===== src/rtl/mem_arbiter_if.sv =====
// Bus bundle between mem_arbiter, its two requesters (CPU, DMA) and the memory.
// slave = arbiter side, master = requester/memory side.
interface mem_arbiter_if #(
  parameter int ADDR_W = 16,
  parameter int DATA_W = 16
) ();
  logic              cpu_req;
  logic              cpu_we;
  logic [ADDR_W-1:0] cpu_addr;
  logic [DATA_W-1:0] cpu_wdata;
  logic [DATA_W-1:0] cpu_rdata;
  logic              cpu_ack;

  logic              dma_req;
  logic              dma_we;
  logic [ADDR_W-1:0] dma_addr;
  logic [DATA_W-1:0] dma_wdata;
  logic [DATA_W-1:0] dma_rdata;
  logic              dma_ack;

  logic [ADDR_W-1:0] mem_addr;
  logic [DATA_W-1:0] mem_wdata;
  logic              mem_re;
  logic              mem_we;
  logic [DATA_W-1:0] mem_rdata;

  logic              stall;
  logic [1:0]        arb_state;

  modport slave (
    input  cpu_req, cpu_we, cpu_addr, cpu_wdata,
    input  dma_req, dma_we, dma_addr, dma_wdata,
    input  mem_rdata,
    output cpu_rdata, cpu_ack, dma_rdata, dma_ack,
    output mem_addr, mem_wdata, mem_re, mem_we,
    output stall, arb_state
  );

  modport master (
    output cpu_req, cpu_we, cpu_addr, cpu_wdata,
    output dma_req, dma_we, dma_addr, dma_wdata,
    output mem_rdata,
    input  cpu_rdata, cpu_ack, dma_rdata, dma_ack,
    input  mem_addr, mem_wdata, mem_re, mem_we,
    input  stall, arb_state
  );
endinterface


===== src/rtl/mem_arbiter.sv =====
// Single-port memory arbiter/sequencer sharing one memory between CPU and DMA ports.
// Define MEM_ARB_FAIR_EN to add the DMA starvation guard; default is strict CPU priority.
module mem_arbiter #(
  parameter int ADDR_W      = 16,
  parameter int DATA_W      = 16,
  parameter int WAIT_CYCLES = 1
) (
  input logic          CLK,
  input logic          Reset,
  mem_arbiter_if.slave bus
);
  // state  | meaning
  // IDLE   | sample requests, latch grant and requester fields
  // ACCESS | drive memory for WAIT_CYCLES+1 cycles
  // DONE   | one-cycle ack to the granted port
  localparam logic [1:0] IDLE     = 2'd0;
  localparam logic [1:0] ACCESS   = 2'd1;
  localparam logic [1:0] DONE     = 2'd2;
  localparam logic [3:0] LAST_CNT = 4'(WAIT_CYCLES);

  logic [1:0]        state, state_nxt;
  logic [3:0]        wait_cnt;
  logic              gnt_dma;
  logic              lat_we;
  logic [ADDR_W-1:0] addr_q;
  logic [DATA_W-1:0] wdata_q;
  logic [DATA_W-1:0] cpu_rdata_q;
  logic [DATA_W-1:0] dma_rdata_q;
  logic              any_req;
  logic              pick_dma;
  logic              force_dma;
  logic              last_cyc;
  logic              mem_re_c, mem_we_c, cpu_ack_c, dma_ack_c;

  assign any_req  = bus.cpu_req | bus.dma_req;
  assign pick_dma = bus.dma_req & (~bus.cpu_req | force_dma);
  assign last_cyc = (wait_cnt == LAST_CNT);

  always_ff @(posedge CLK or negedge Reset) begin
    if (!Reset) state <= IDLE;
    else        state <= state_nxt;
  end

  always_comb begin
    state_nxt = state;
    case (state)
      IDLE:    if (any_req) state_nxt = ACCESS;
      ACCESS:  if (last_cyc) state_nxt = DONE;
      DONE:    state_nxt = IDLE;
      default: state_nxt = IDLE;
    endcase
  end

  always_ff @(posedge CLK or negedge Reset) begin
    if (!Reset) begin
      wait_cnt    <= '0;
      gnt_dma     <= 1'b0;
      lat_we      <= 1'b0;
      addr_q      <= '0;
      wdata_q     <= '0;
      cpu_rdata_q <= '0;
      dma_rdata_q <= '0;
    end else begin
      if (state == IDLE && any_req) begin
        gnt_dma  <= pick_dma;
        wait_cnt <= '0;
        addr_q   <= pick_dma ? bus.dma_addr  : bus.cpu_addr;
        wdata_q  <= pick_dma ? bus.dma_wdata : bus.cpu_wdata;
        lat_we   <= pick_dma ? bus.dma_we    : bus.cpu_we;
      end
      if (state == ACCESS) begin
        wait_cnt <= wait_cnt + 4'd1;
        if (last_cyc && !lat_we) begin
          if (gnt_dma) dma_rdata_q <= bus.mem_rdata;
          else         cpu_rdata_q <= bus.mem_rdata;
        end
      end
    end
  end

`ifdef MEM_ARB_FAIR_EN
  // Counts CPU grants that beat a waiting DMA; once saturated, the next such
  // grant arms dma_due so the following arbitration goes to DMA.
  logic [1:0] starv_cnt;
  logic       dma_due;

  always_ff @(posedge CLK or negedge Reset) begin
    if (!Reset) begin
      starv_cnt <= '0;
      dma_due   <= 1'b0;
    end else if (state == IDLE && any_req) begin
      if (pick_dma || !bus.dma_req) begin
        starv_cnt <= '0;
        dma_due   <= 1'b0;
      end else if (starv_cnt == 2'd3) begin
        dma_due   <= 1'b1;
      end else begin
        starv_cnt <= starv_cnt + 2'd1;
      end
    end
  end

  assign force_dma = dma_due;
`else
  assign force_dma = 1'b0;
`endif

  always_comb begin
    mem_re_c  = 1'b0;
    mem_we_c  = 1'b0;
    cpu_ack_c = 1'b0;
    dma_ack_c = 1'b0;
    case (state)
      ACCESS: begin
        mem_re_c = ~lat_we;
        mem_we_c = lat_we & last_cyc;
      end
      DONE: begin
        cpu_ack_c = ~gnt_dma;
        dma_ack_c = gnt_dma;
      end
      default: ;
    endcase
  end

  assign bus.mem_re    = mem_re_c;
  assign bus.mem_we    = mem_we_c;
  assign bus.cpu_ack   = cpu_ack_c;
  assign bus.dma_ack   = dma_ack_c;
  assign bus.mem_addr  = addr_q;
  assign bus.mem_wdata = wdata_q;
  assign bus.cpu_rdata = cpu_rdata_q;
  assign bus.dma_rdata = dma_rdata_q;
  assign bus.stall     = bus.cpu_req & ~cpu_ack_c;
  assign bus.arb_state = state;
endmodule

===== src/flat_wrapper.sv =====
// flat-port wrapper written by rule: the top's interface ports become plain ports
module mem_arbiter_flat 
#(
  parameter int ADDR_W      = 16,
  parameter int DATA_W      = 16,
  parameter int WAIT_CYCLES = 1
)
  (CLK, Reset, bus_cpu_req, bus_cpu_we, bus_cpu_addr, bus_cpu_wdata, bus_dma_req, bus_dma_we, bus_dma_addr, bus_dma_wdata, bus_mem_rdata, bus_cpu_rdata, bus_cpu_ack, bus_dma_rdata, bus_dma_ack, bus_mem_addr, bus_mem_wdata, bus_mem_re, bus_mem_we, bus_stall, bus_arb_state);
  mem_arbiter_if #(.ADDR_W(ADDR_W), .DATA_W(DATA_W)) bus_i ();
  input logic CLK;
  input logic Reset;
  input wire logic [$bits(bus_i.cpu_req)-1:0] bus_cpu_req;
  input wire logic [$bits(bus_i.cpu_we)-1:0] bus_cpu_we;
  input wire logic [$bits(bus_i.cpu_addr)-1:0] bus_cpu_addr;
  input wire logic [$bits(bus_i.cpu_wdata)-1:0] bus_cpu_wdata;
  input wire logic [$bits(bus_i.dma_req)-1:0] bus_dma_req;
  input wire logic [$bits(bus_i.dma_we)-1:0] bus_dma_we;
  input wire logic [$bits(bus_i.dma_addr)-1:0] bus_dma_addr;
  input wire logic [$bits(bus_i.dma_wdata)-1:0] bus_dma_wdata;
  input wire logic [$bits(bus_i.mem_rdata)-1:0] bus_mem_rdata;
  output wire logic [$bits(bus_i.cpu_rdata)-1:0] bus_cpu_rdata;
  output wire logic [$bits(bus_i.cpu_ack)-1:0] bus_cpu_ack;
  output wire logic [$bits(bus_i.dma_rdata)-1:0] bus_dma_rdata;
  output wire logic [$bits(bus_i.dma_ack)-1:0] bus_dma_ack;
  output wire logic [$bits(bus_i.mem_addr)-1:0] bus_mem_addr;
  output wire logic [$bits(bus_i.mem_wdata)-1:0] bus_mem_wdata;
  output wire logic [$bits(bus_i.mem_re)-1:0] bus_mem_re;
  output wire logic [$bits(bus_i.mem_we)-1:0] bus_mem_we;
  output wire logic [$bits(bus_i.stall)-1:0] bus_stall;
  output wire logic [$bits(bus_i.arb_state)-1:0] bus_arb_state;
  assign bus_i.cpu_req = bus_cpu_req;
  assign bus_i.cpu_we = bus_cpu_we;
  assign bus_i.cpu_addr = bus_cpu_addr;
  assign bus_i.cpu_wdata = bus_cpu_wdata;
  assign bus_i.dma_req = bus_dma_req;
  assign bus_i.dma_we = bus_dma_we;
  assign bus_i.dma_addr = bus_dma_addr;
  assign bus_i.dma_wdata = bus_dma_wdata;
  assign bus_i.mem_rdata = bus_mem_rdata;
  assign bus_cpu_rdata = bus_i.cpu_rdata;
  assign bus_cpu_ack = bus_i.cpu_ack;
  assign bus_dma_rdata = bus_i.dma_rdata;
  assign bus_dma_ack = bus_i.dma_ack;
  assign bus_mem_addr = bus_i.mem_addr;
  assign bus_mem_wdata = bus_i.mem_wdata;
  assign bus_mem_re = bus_i.mem_re;
  assign bus_mem_we = bus_i.mem_we;
  assign bus_stall = bus_i.stall;
  assign bus_arb_state = bus_i.arb_state;
  mem_arbiter #(.ADDR_W(ADDR_W), .DATA_W(DATA_W), .WAIT_CYCLES(WAIT_CYCLES)) u_core (.CLK(CLK), .Reset(Reset), .bus(bus_i));
endmodule

===== config.mk =====
export PLATFORM = sky130hd
export DESIGN_NAME = mem_arbiter_flat
export DESIGN_NICKNAME = d
export VERILOG_FILES = /design/src/rtl/mem_arbiter_if.sv /design/src/rtl/mem_arbiter.sv /design/src/flat_wrapper.sv
export SDC_FILE = /design/constraint.sdc
export NUM_CORES = 1
export LEC_CHECK = 0
export ABC_AREA = 1
export BUFFER_PORTS_ARGS = -buffer_cell sky130_fd_sc_hd__buf_2
export CAP_MARGIN = 40
export CORE_MARGIN = 5
export CORE_UTILIZATION = 52
export CTS_BUF_LIST = sky130_fd_sc_hd__clkbuf_8
export DETAILED_ROUTE_END_ITERATION = 6
export GPL_TIMING_DRIVEN = 0
export PLACE_DENSITY = 0.95
export SETUP_SLACK_MARGIN = 0.3
export SLEW_MARGIN = 20
export SYNTH_ARGS = -nofsm -noshare
export SYNTH_HDL_FRONTEND = slang
export SYNTH_SLANG_ARGS = --single-unit

===== constraint.sdc =====
create_clock -name CLK -period 3.97 [get_ports CLK]
set_input_delay 0.1985 -clock CLK [delete_from_list [all_inputs] [get_ports CLK]]
set_output_delay 0.1985 -clock CLK [all_outputs]
set_load 0.1 [all_outputs]

==> impl_metrics.toml <==
[clock_network]
cts_made_buffers = 9
cts_tree = "done"
path_clk_slew_ns = 0.09
cts_max_level = 3
cts_root_buf = "clkbuf_8"
cts_max_path_buffers = 2
cts_resized = 0
clock-sinks = 72
clk_latency_ns = 0.34

[sta]
fin_crit_ns = 2.05
tns_ns = 0
fmax_ghz = 0.488
final-setup-viol-count = 0
hold_viol = 0
rsz0062_at_grt = "false"
fin_crit_sh_pct = 51.6
slew_headroom_pct = 66.3
worst_pin_slew_ns = 0.506
slew_viol_final = 0
skew_ns = 0.0121

[global_routing]
grt_usage_pct = 23.4
gr-total-overflow = 0
antenna_found_initial = 0
grt_max_degree = 53
grt_pass1_vias = 3470
grt_pass1_wl_um = 16200

[floorplan]
start_util_pct = 53.6
rows = 29
core_area_mm2 = 0.00639
ios = 157
dieArea_mm2 = 0.00831
die_w_um = 91.2
dieHeight_um = 91.2

[worst_setup_path]
worst_r2r_path_depth = 8
end_kind = "output port"
worstPathMaxFanout = 4
worstReg2RegEnd = "u_core.bus.cpu_rdata[12]"
worstPathRequired_ns = 3.77
cp.arrival_ns = 1.85
critPathLaunchType = "flip-flop"
r2r_slack_ns = 2.42
timing.rr.start = "u_core.wait_cnt[1]"
crit_type = "reg2out"
crit_start = "u_core.wait_cnt[1]"

[synth]
synth_top_area_cell = "dfrtp_1"
synthTopCellsByCount = "nand2_1, dfrtp_1, nand3_1"
yosys_warnings = 0
async_flop_share_pct = 100
yosysSeqAreaShare_pct = 52.6
syn_inst = 436
synth.distinct_cells = 25
yosysMostFrequentCell = "nand2_1"
ys.flop_type = "dfrtp_1"
yosysTopAreaCellShare_pct = 52.6
synth-seq-cells = 72
synth-edff-count = 0
syn-num-nets = 524
syn_area_per_cell_um2 = 7.85
synth_area_mm2 = 0.00342
synth_area_leaders = "dfrtp_1, nand2_1, nand3_1, buf_6, buf_2"

[routing]
drc = 0
vias = 3559
drt_pass1_iterations = 5
vias_per_cell = 5.19
routedWlPerCell_um = 14.2
antenna_left = 0
wirelength_um = 9720
drt_iter0_drc = 225

[min_path]
whs_endpoint = "u_core.bus.cpu_rdata[13]"
hp-class = "in2reg"
hold_path_startpoint = "bus_mem_rdata[13]"
whs_path_depth = 3

[finish]
area_growth_pct = 34.0
insertedDiodeCount = 0
layout.nets = 692
drive_gt1_share_pct = 33.5
fill_cells = 489

[place]
hpwl_um = 7460
port_buffers = 155
place_congestion = 0.861

[flow_run]
cap_violations = 0

[run_status]
status = "completed"
-- cells in the final DEF (no fill, tap or decap), types with 4 or more instances in the layout --
cell type / instances
nor2_1: 5
nand2_1: 234
clkbuf_1: 6
buf_6: 5
buf_4: 4
clkbuf_8: 9
o21ai_0: 5
nand3_1: 68
dfrtp_1: 72
inv_2: 6
buf_2: 164
inv_1: 6
-- worst max path at each step --
stage / to
after floorplan: bus_mem_we
after global placement: bus_mem_we
after CTS: bus_mem_we
after detailed placement: bus_mem_we
final: bus_mem_we
after global routing: bus_mem_we
-- what timing repair did --
item | CTS | global route
endpoints found under the hold margin | 20 | 0
endpoints found under the setup margin | 0 | 0
hold buffers | 1 | 0
setup buffers | 0 | 0
-- logic make-up (layout without fill, tap and decap cells) --
group                    Yosys count  in the layout  share of synthesized area (%)
buffers and inverters             36            209                           5.74
AND/OR/NAND/NOR                  317            317                           39.4
XOR/XNOR                           1              1                          0.256
flip-flops                        72             72                           52.6
adder cells (fa/ha/maj)            2              2                          0.731
AO/OA/AOI/OAI                      8              8                           1.28
-- sequential cells by signal, summed over array words and instances (netlist names) --
name,cells
u_core.bus.arb_state,2
u_core.gnt_dma,1
u_core.bus.mem_addr,16
u_core.wait_cnt,4
u_core.bus.dma_rdata,16
u_core.lat_we,1
u_core.bus.mem_wdata,16
u_core.bus.cpu_rdata,16
-- worst max-delay path, stage by stage, from the launching register on --
cell and delay, ns:
dfrtp_1 0.42, inv_1 0.09, ha_1 0.19, nand3_2 0.13, nor3_1 0.22, buf_2 0.48
-- cell type report --
type / count / area, um^2 / area share, %
Inverter: 12 / 45.0 / 0.982
Multi-Input combinational cell: 328 / 1430 / 31.1
Tap cell: 77 / 96.3 / 2.10
Clock buffer: 9 / 124 / 2.70
Clock inverter: 7 / 128 / 2.78
Sequential cell: 72 / 1800 / 39.3
Buffer: 24 / 151 / 3.30
Timing Repair Buffer: 157 / 816 / 17.8
-- per-layer routing --
layer	part of all wire (%)	track usage (%)
met1	39	29.6
met2	48	37.7
met3	12	6.61
met4	1.9	9.54
met5	0	0
-- stage by stage --
stage          hold WS [ns]  instances  worst slack [ns]  area (um^2)  util [%]
6_report             0.0998        686              1.92         4590      71.8
5_1_grt               0.109        686              1.84         4590      71.8
4_1_cts              0.0924        686              1.90         4590      71.8
3_5_place_dp         0.0997        669              2.29         4330      67.8
3_3_place_gp          0.448        668              2.32         4300      67.3
2_1_floorplan       -0.0971        436             0.482         3420         -
Power is left out: the tool's default activity adds up to more than one toggle a clock period on the data nets, which glitch-free logic cannot reach.
